<file path="src/rtl/pcode_pkg.sv">
// Shared definitions for the P-code chip path: packer FSM states and the
// default word geometry, kept in one place so the chip generator's parallel
// output and the word packer always agree on word and sequence widths.
package pcode_pkg;

  // Packer control states: IDLE ignores chips, PACK collects them into words.
  typedef enum logic {
    IDLE = 1'b0,
    PACK = 1'b1
  } pack_state_t;

  // Default chips per packed word (also the generator's parallel-output width).
  localparam int DEFAULT_WORD_WIDTH = 32;

  // Default width of the per-word sequence counter.
  localparam int DEFAULT_SEQ_WIDTH  = 16;

  // Default number of buffered words between packer and host/DMA.
  localparam int DEFAULT_FIFO_DEPTH = 4;

endpackage

</file>
<file path="src/rtl/pcode_word_fifo.sv">
// First-word-fall-through word buffer between the packer and the host side.
// The head entry is visible on pop_data combinationally while the FIFO is
// non-empty, and reads as zero when empty. A push into a full FIFO is
// accepted only when a pop frees the head slot in the same cycle; otherwise
// the word is refused and 'dropped' pulses for that cycle.
module pcode_word_fifo #(
  parameter int DATA_WIDTH = 48,
  parameter int DEPTH      = 4,
  localparam int AW        = $clog2(DEPTH),
  localparam int LW        = AW + 1
) (
  input  logic                  clk,
  input  logic                  rst,
  input  logic                  push,
  input  logic [DATA_WIDTH-1:0] push_data,
  input  logic                  pop,
  output logic [DATA_WIDTH-1:0] pop_data,
  output logic [LW-1:0]         level,
  output logic                  empty,
  output logic                  dropped
);

  logic [DATA_WIDTH-1:0] mem [DEPTH];
  logic [AW-1:0]         wr_ptr;
  logic [AW-1:0]         rd_ptr;
  logic [LW-1:0]         count;
  logic                  is_full;
  logic                  do_pop;
  logic                  do_push;

  // Qualify push/pop requests against occupancy, letting a same-cycle pop make room.
  always_comb begin
    is_full  = (count == LW'(DEPTH));
    empty    = (count == '0);
    do_pop   = pop && !empty;
    do_push  = push && (!is_full || do_pop);
    dropped  = push && !do_push;
    level    = count;
    pop_data = empty ? '0 : mem[rd_ptr];
  end

  // Advance pointers and occupancy; reset discards every buffered word.
  always_ff @(posedge clk) begin
    if (rst) begin
      wr_ptr <= '0;
      rd_ptr <= '0;
      count  <= '0;
    end else begin
      if (do_push) begin
        wr_ptr <= wr_ptr + 1'b1;
      end
      if (do_pop) begin
        rd_ptr <= rd_ptr + 1'b1;
      end
      case ({do_push, do_pop})
        2'b10:   count <= count + 1'b1;
        2'b01:   count <= count - 1'b1;
        default: count <= count;
      endcase
    end
  end

  // Storage array; contents need no reset because empty reads are forced to zero.
  always_ff @(posedge clk) begin
    if (do_push) begin
      mem[wr_ptr] <= push_data;
    end
  end

endmodule

</file>
<file path="src/rtl/pcode_word_packer.sv">
// Collects the serial P-code chip stream into MSB-first words, tags each
// word with a wrapping sequence number and hands words to the host through
// a small FWFT buffer with a valid/ready handshake. Words that find the
// buffer full are dropped; the sequence counter still advances so the
// consumer sees a gap, and a sticky overflow flag records the loss.
module pcode_word_packer
  import pcode_pkg::*;
#(
  parameter int WORD_WIDTH = DEFAULT_WORD_WIDTH,
  parameter int FIFO_DEPTH = DEFAULT_FIFO_DEPTH,
  parameter int SEQ_WIDTH  = DEFAULT_SEQ_WIDTH
) (
  input  logic                          clk,
  input  logic                          rst,
  input  logic                          start,
  input  logic                          stop,
  input  logic                          chip_in,
  input  logic                          chip_vld,
  output logic [WORD_WIDTH-1:0]         word_data,
  output logic [SEQ_WIDTH-1:0]          word_seq,
  output logic                          word_valid,
  input  logic                          word_ready,
  output logic [$clog2(FIFO_DEPTH):0]   fifo_level,
  output logic                          overflow,
  input  logic                          clr_ovf,
  output logic                          busy
);

  localparam int CW = (WORD_WIDTH > 2) ? $clog2(WORD_WIDTH) : 1;
  localparam int EW = SEQ_WIDTH + WORD_WIDTH;

  pack_state_t            state;
  pack_state_t            next_state;

  logic [CW-1:0]          bit_cnt;
  logic [WORD_WIDTH-2:0]  sr;
  logic [SEQ_WIDTH-1:0]   seq_cnt;

  logic                   clear_partial;
  logic                   chip_take;
  logic                   word_done;
  logic [WORD_WIDTH-1:0]  word_next;

  logic [EW-1:0]          push_entry;
  logic [EW-1:0]          head_entry;
  logic                   fifo_empty;
  logic                   push_dropped;

  // State register.
  always_ff @(posedge clk) begin
    if (rst) begin
      state <= IDLE;
    end else begin
      state <= next_state;
    end
  end

  // Next-state: start (re)enters PACK and beats a simultaneous stop.
  always_comb begin
    next_state = state;
    case (state)
      IDLE: begin
        if (start) begin
          next_state = PACK;
        end
      end
      PACK: begin
        if (start) begin
          next_state = PACK;
        end else if (stop) begin
          next_state = IDLE;
        end
      end
      default: next_state = IDLE;
    endcase
  end

  // Control outputs: which chips are accepted and when the partial word is abandoned.
  always_comb begin
    busy          = (state == PACK);
    clear_partial = start || ((state == PACK) && stop);
    chip_take     = (state == PACK) && chip_vld && !start && !stop;
    word_done     = chip_take && (bit_cnt == CW'(WORD_WIDTH - 1));
    word_next     = {sr, chip_in};
    push_entry    = {seq_cnt, word_next};
  end

  // Shift register, bit counter and sequence counter.
  always_ff @(posedge clk) begin
    if (rst) begin
      bit_cnt <= '0;
      sr      <= '0;
      seq_cnt <= '0;
    end else begin
      if (clear_partial) begin
        bit_cnt <= '0;
        sr      <= '0;
      end else if (chip_take) begin
        sr      <= word_next[WORD_WIDTH-2:0];
        bit_cnt <= word_done ? '0 : bit_cnt + 1'b1;
      end
      if (start) begin
        seq_cnt <= '0;
      end else if (word_done) begin
        seq_cnt <= seq_cnt + 1'b1;
      end
    end
  end

  // Sticky overflow: a drop in the same cycle as a clear keeps the flag set.
  always_ff @(posedge clk) begin
    if (rst) begin
      overflow <= 1'b0;
    end else if (push_dropped) begin
      overflow <= 1'b1;
    end else if (clr_ovf) begin
      overflow <= 1'b0;
    end
  end

  pcode_word_fifo #(
    .DATA_WIDTH (EW),
    .DEPTH      (FIFO_DEPTH)
  ) u_fifo (
    .clk       (clk),
    .rst       (rst),
    .push      (word_done),
    .push_data (push_entry),
    .pop       (word_ready),
    .pop_data  (head_entry),
    .level     (fifo_level),
    .empty     (fifo_empty),
    .dropped   (push_dropped)
  );

  // Split the head entry back into sequence tag and word.
  always_comb begin
    word_valid = !fifo_empty;
    word_seq   = head_entry[EW-1:WORD_WIDTH];
    word_data  = head_entry[WORD_WIDTH-1:0];
  end

endmodule

</file>
<file path="config.mk">
export PLATFORM = sky130hd
export DESIGN_NAME = pcode_word_packer
export DESIGN_NICKNAME = d
export VERILOG_FILES = /design/src/rtl/pcode_pkg.sv /design/src/rtl/pcode_word_fifo.sv /design/src/rtl/pcode_word_packer.sv
export SDC_FILE = /design/constraint.sdc
export NUM_CORES = 1
export LEC_CHECK = 0
export ABC_AREA = 0
export BUFFER_PORTS_ARGS = -buffer_cell sky130_fd_sc_hd__buf_2
export CELL_PAD_IN_SITES_DETAIL_PLACEMENT = 1
export CELL_PAD_IN_SITES_GLOBAL_PLACEMENT = 1
export CORE_UTILIZATION = 23
export CTS_CLUSTER_SIZE = 30
export DETAILED_ROUTE_END_ITERATION = 10
export PLACE_DENSITY_LB_ADDON = 0.2
export SYNTH_ARGS = -nofsm -noshare
export SYNTH_HDL_FRONTEND = slang
export SYNTH_SLANG_ARGS = --single-unit
</file>
<file path="constraint.sdc">
create_clock -name clk -period 6.4 [get_ports clk]
set_clock_uncertainty 0.2 [all_clocks]
set_input_delay 0.96 -clock clk [delete_from_list [all_inputs] [get_ports clk]]
set_output_delay 0.96 -clock clk [all_outputs]
set_load 0.005 [all_outputs]
</file>
==> results of run 1 <==
==> kinds of logic (layout without fill, tap and decap cells) <==
kind of cell,Yosys count,count (layout),synth area share
multiplexers,51,51,0.113
buffers and inverters,47,134,0.0195
AND/OR/NAND/NOR,184,184,0.0954
flip-flops,255,255,0.715
AO/OA/AOI/OAI,69,69,0.0382
XOR/XNOR,9,9,0.00802
adder cells (fa/ha/maj),8,8,0.0109
==> final cells by class <==
cell class,count,area [µm²]
Fill cell,4452,30300
Sequential cell,255,7030
Multi-Input combinational cell,321,2620
Clock buffer,35,788
Tap cell,539,674
Timing Repair Buffer,70,373
Clock inverter,17,155
Inverter,12,45.0
==> synth_stat cells, types with 2 or more instances <==
library cell  number  area, µm²
nor3_1             4       20.0
mux2_2             2       22.5
inv_1             12       45.0
buf_2              6       30.0
nand3_1           10       50.1
o21ai_0            7       35.0
xnor2_1            5       43.8
clkbuf_1          26       97.6
edfxtp_1         192       5770
nor2_1            20       75.1
nand2_1           71        267
dfxtp_1           63       1260
a21oi_1           49        245
nor4_1             2       12.5
mux4_2            48       1080
a31oi_1            3       18.8
and2_1            52        325
ha_1               7       87.6
or3_1              6       37.5
o31ai_1            6       45.0
or2_2              3       18.8
buf_1              2       7.51
or4_1              7       52.6
xor2_1             4       35.0
nor4b_1            2       17.5
nand4_1            2       12.5
==> sequential cells by signal (all words and copies together) (netlist names), named ones only <==
signal / cells
u_fifo.mem: 192
bit_cnt: 5
u_fifo.rd_ptr: 2
u_fifo.level: 3
u_fifo.wr_ptr: 2
overflow: 1
sr: 31
seq_cnt: 16
busy: 1
==> power by group <==
part / internal [µW] / switching (µW)
combinational: 4.68 / 17.2
clock: 955 / 647
sequential: 1750 / 0.989
total: 2710 / 665
==> critical path, cell delays in order, from the launching register on <==
cell and delay (ps):
dfxtp_1 400, ha_1 210, and3_1 180, ha_1 520
inv_1 230, nor3_1 600, and2_2 810, buf_4 500
==> worst max-delay path by stage <==
stage	start	end	slack [ps]	cells after the start
after floorplan	stop	u_fifo.mem[0][0]	2850	4
after global placement	stop	u_fifo.mem[2][12]	2560	5
after detailed placement	bit_cnt[0]	u_fifo.mem[2][12]	2350	7
after CTS	bit_cnt[0]	u_fifo.mem[2][12]	2330	7
after global routing	bit_cnt[0]	u_fifo.mem[0][28]	1990	7
final	bit_cnt[0]	u_fifo.mem[0][28]	2370	7
==> layout by cell type, fill, tap and decap left out, types with 2 or more instances in the layout <==
| cell | n |
|---|---|
| edfxtp_1 | 192 |
| nor2_1 | 20 |
| a21oi_1 | 49 |
| dfxtp_1 | 61 |
| clkbuf_1 | 2 |
| nand4_1 | 2 |
| a31oi_1 | 3 |
| clkinv_1 | 3 |
| inv_1 | 12 |
| o31ai_1 | 6 |
| clkinv_2 | 4 |
| clkbuf_8 | 4 |
| nor4_1 | 2 |
| clkbuf_16 | 29 |
| and2_2 | 4 |
| ha_1 | 7 |
| clkinvlp_4 | 5 |
| mux2_2 | 2 |
| nand2_1 | 71 |
| and2_1 | 48 |
| o21ai_0 | 7 |
| or4_1 | 7 |
| mux4_2 | 48 |
| xor2_1 | 4 |
| xnor2_1 | 5 |
| nor3_1 | 4 |
| or3_1 | 6 |
| bufinv_16 | 2 |
| buf_2 | 61 |
| clkinv_4 | 2 |
| or2_2 | 3 |
| nand3_1 | 10 |
| buf_4 | 9 |
| nor4b_1 | 2 |
==> metal layers <==
layer | GRT usage | part of all wire | vias up
met5 | 0 | 0 | -
met3 | 0.0179 | 0.043 | 28
met4 | 0.0228 | 0.014 | 0
met1 | 0.148 | 0.46 | 2826
li1 | - | - | 2478
met2 | 0.185 | 0.48 | 98
==> per-stage QoR <==
stage / power [µW] / area (µm²) / hold WS (ps) / setup slack [ps]
final: 3380 / 11700 / 289 / 2370
after global routing: 3480 / 11700 / 321 / 1990
after CTS: 3430 / 11700 / 286 / 2330
after detailed placement: 1810 / 10700 / 278 / 2350
after global placement: 1810 / 10700 / 253 / 2560
after floorplan: 1800 / 9830 / 236 / 2850
==> results.py, run 1 <==
metrics = {
    "status": {
        "status": "finished, final reports clean",
    },
    "clocking": {
        "clock_latency_ps": 530,
        "ctsResizeCount": 0,
        "cts_max_level": 1,
        "clock_path_buffers": 3,
        "cts_hold_buf": 0,
        "root_buffer": "clkbuf_16",
        "cts_tree": "done",
        "numCtsBuffers": 28,
        "post-cts-setup-buffer-count": 0,
        "clk_pin_slew_worst_paths_ps": 60,
        "cts_sinks": 255,
    },
    "placed_design": {
        "dp_hpwl_um": 14200,
        "port_buffers": 61,
        "place.gp.congestion": 0.680,
        "dpl.cell_count": 1197,
    },
    "sta": {
        "slew_headroom": 0.267,
        "finalSetupTns_ps": 0,
        "finalCritPeriodShare": 0.629,
        "fmax_mhz": 248,
        "finalHoldViolations": 0,
        "setup_viol": 0,
        "slew_viol_final": 0,
        "worstMarginPinSlew_ps": 1100,
        "min_period_ps": 4030,
        "rsz0062_at_grt": "no",
    },
    "power_and_ir_drop": {
        "p_leak_uw": 0.00414,
        "power_density_nw_per_um2": 289,
        "vdd_ir_drop_max_mv": 0.155,
    },
    "synth": {
        "synth_edf_count": 192,
        "async_flop_share": 0,
        "ys.flop_type": "edfxtp_1",
        "synth.net_count": 639,
        "ys_seq_area_frac": 0.715,
        "synthCells": 623,
        "synth_cell_type_count": 38,
        "synth-seq-cells": 255,
        "avgSynthCellArea_um2": 15.8,
        "yosysWarnings": 0,
        "synth_area_um2": 9830,
    },
    "critical_path": {
        "worst_ep_arrival_time_ps": 4010,
        "cp.required_ps": 6380,
        "path_max_fanout": 25,
        "r2r_setup_slack_ps": 2370,
        "r2r-start": "bit_cnt[0]",
        "end_kind": "register",
        "reg2reg_depth": 7,
        "worstReg2RegEnd": "u_fifo.mem[0][28]",
        "crit_type": "reg2reg",
        "start_kind": "register",
    },
    "floorplan": {
        "start_util": 0.234,
        "die_area_um2": 43600,
        "ios": 62,
        "die_h_um": 209,
        "die_x_um": 209,
        "rows": 75,
        "core-area_um2": 42000,
    },
    "cells_and_area": {
        "antennaDiodeCount": 0,
        "final_nets": 704,
        "drive_above_1_share": 0.254,
        "syn_to_final_growth_pct": 18.9,
        "finalNonFillerCells": 1249,
        "finish.utilization": 0.278,
    },
    "flow_run": {
        "drv_cap": 0,
    },
    "drt": {
        "num_vias": 5430,
        "final_antenna_net_count": 0,
        "drc_errors": 0,
        "first_pass_iters": 4,
        "drt-initial-drc-count": 314,
        "routedWlPerCell_um": 19.0,
        "viasPerCell": 4.35,
        "drt_wl_total_um": 23700,
    },
    "hold_path": {
        "min_path_type": "reg2reg",
        "worstHoldStart": "bit_cnt[4]",
        "hold_end": "bit_cnt[4]",
        "holdPathStages": 2,
    },
    "grt": {
        "antenna_found_initial": 2,
        "grt_pass1_vias": 5990,
        "grt_use_total": 0.110,
        "grt_pass1_wl_um": 36600,
        "overflow": 0,
        "grt_max_degree": 49,
    },
}
No activity file was read; power rests on OpenSTA's default activity.
==> run 2: changes to the inputs <==
==> constraint.sdc (replaced) <==
create_clock -name clk -period 4.2 [get_ports clk]
set_clock_uncertainty 0.2 [all_clocks]
set_input_delay 0.63 -clock clk [delete_from_list [all_inputs] [get_ports clk]]
set_output_delay 0.63 -clock clk [all_outputs]
set_load 0.005 [all_outputs]
==> run 2 against run 1 <==
  * Non-clock buffer count grew 2
  * Worst hold slack lost 150 ps
  * Routed wire length shrank 4.5%
  * Maximum frequency grew 19%
  * Via count shrank 1.2%
  * Sequential power grew 52%
  * Sequential cell count is the same
  * Core utilization grew 0.074 points
  * Design area grew 0.27%
  * Clock power grew 45%
  * Largest power group unchanged
==> results.py, run 2 (synthesis gave the netlist of run 1 again) <==
metrics = {
    "status": {
        "status": "finished, final reports clean",
    },
    "critical_path": {
        "timing.critical_path.mode_cell": "ha_1",
        "slowest_delay_ps": 570,
        "path_max_fanout": 19,
        "startpoint": "bit_cnt[0]",
        "critPathBufInv": 2,
        "end_kind": "register",
        "cp.depth": 7,
        "worst_ep_arrival_time_ps": 3410,
        "reg2reg_depth": 7,
        "r2r-start": "bit_cnt[0]",
        "start_kind": "register",
        "cp.required_ps": 4230,
        "r2r_setup_slack_ps": 830,
        "crit_path_end": "u_fifo.mem[0][24]",
        "critical_path.top_delay_family": "simple AND/OR/NAND/NOR gates",
        "crit_chain": "ha_1 -> and3_1 -> ha_1 -> inv_1 -> nor3_1 -> and2_2 -> buf_12",
        "cp_slowest_cell": "nor3_1",
        "worstReg2RegEnd": "u_fifo.mem[0][24]",
        "crit_type": "reg2reg",
    },
    "cells_and_area": {
        "layout_common_cells": "192 x edfxtp_1, 71 x nand2_1, 61 x dfxtp_1, 61 x buf_2, 49 x a21oi_1",
        "antennaDiodeCount": 0,
        "final_common_cell": "edfxtp_1",
        "largest_reg_flops": 192,
        "final_nets": 707,
        "syn_to_final_growth_pct": 19.2,
        "top_register": "u_fifo.mem",
        "fill_cells": 4464,
        "reg.largest.list": "u_fifo.mem x192, sr x31, seq_cnt x16",
        "drive_above_1_share": 0.241,
        "finalNonFillerCells": 1253,
    },
    "sta": {
        "slew_headroom": 0.480,
        "finalCritPeriodShare": 0.803,
        "finalSetupTns_ps": 0,
        "finalHoldViolations": 0,
        "worstMarginPinSlew_ps": 780,
        "setup_viol": 0,
        "whs_ps": 143,
        "slew_viol_final": 0,
        "fmax_mhz": 297,
        "rsz0062_at_grt": "no",
        "min_period_ps": 3370,
    },
    "clocking": {
        "clock_latency_ps": 530,
        "clk_pin_slew_worst_paths_ps": 60,
        "clock_path_buffers": 3,
        "cts_hold_buf": 0,
        "cts_tree": "done",
        "ctsResizeCount": 0,
        "numCtsBuffers": 29,
        "post-cts-setup-buffer-count": 0,
        "cts_max_level": 1,
        "cts_sinks": 255,
        "root_buffer": "clkbuf_16",
    },
    "drt": {
        "drt-initial-drc-count": 277,
        "routedWlPerCell_um": 18.1,
        "final_antenna_net_count": 0,
        "first_pass_iters": 4,
        "drt_wl_total_um": 22700,
        "viasPerCell": 4.28,
        "drc_errors": 0,
        "num_vias": 5363,
    },
    "floorplan": {
        "start_util": 0.234,
        "rows": 75,
        "die_area_um2": 43600,
        "die_x_um": 209,
        "ios": 62,
        "core-area_um2": 42000,
        "die_h_um": 209,
    },
    "power_and_ir_drop": {
        "p_leak_uw": 0.00415,
        "power_density_nw_per_um2": 429,
        "vdd_ir_drop_max_mv": 0.252,
    },
    "grt": {
        "grt_use_total": 0.105,
        "grt_max_degree": 50,
        "grt_pass1_vias": 5926,
        "grt_pass1_wl_um": 35600,
        "overflow": 0,
        "antenna_found_initial": 0,
    },
    "hold_path": {
        "min_path_type": "in2reg",
        "worstHoldStart": "chip_in",
    },
    "placed_design": {
        "dp_hpwl_um": 13500,
        "dpl.cell_count": 1199,
        "place.gp.congestion": 0.734,
        "port_buffers": 61,
    },
    "flow_run": {
        "drv_cap": 0,
    },
}
## run 2: stage by stage
stage / util / worst slack [ps] / area (µm²) / total power (µW)
floorplan: - / 908 / 9830 / 2750
global placement: 0.258 / 953 / 10800 / 2760
detailed placement: 0.258 / 799 / 10800 / 2760
CTS: 0.279 / 750 / 11700 / 5120
global route: 0.279 / 595 / 11700 / 5210
finish: 0.279 / 827 / 11700 / 5030
## run 2: layout make-up
class	count	area, µm²	area share
flip-flops and latches	255	7030	0.600
inverters	12	45.0	0.00384
clock inverters	18	113	0.00961
well taps	539	674	0.0575
multi-input cells	321	2620	0.224
repair buffers	72	463	0.0395
clock buffers	36	772	0.0659
## run 2: worst min path at each step
stage | slack (ps) | to | cells past startpoint
final | 140 | u_fifo.mem[3][0] | 1
after global routing | 140 | u_fifo.mem[3][0] | 1
after CTS | 130 | u_fifo.mem[3][0] | 1
after detailed placement | 250 | bit_cnt[4] | 2
after global placement | 270 | bit_cnt[4] | 2
after floorplan | 240 | bit_cnt[4] | 2
## run 2: power by group
| group | leakage (µW) | internal, µW | switching, µW |
|---|---|---|---|
| sequential | 0.00266 | 2670 | 1.36 |
| clock | 0.000429 | 1360 | 967 |
| combinational | 0.00106 | 7.17 | 25.1 |
| total | 0.00415 | 4040 | 994 |
## run 2: per-layer routing
metal,track usage,share of wire,vias up
met5,0,0,-
met4,0.0226,0.014,0
met3,0.0179,0.036,28
met2,0.179,0.49,74
met1,0.140,0.46,2781
li1,-,-,2480
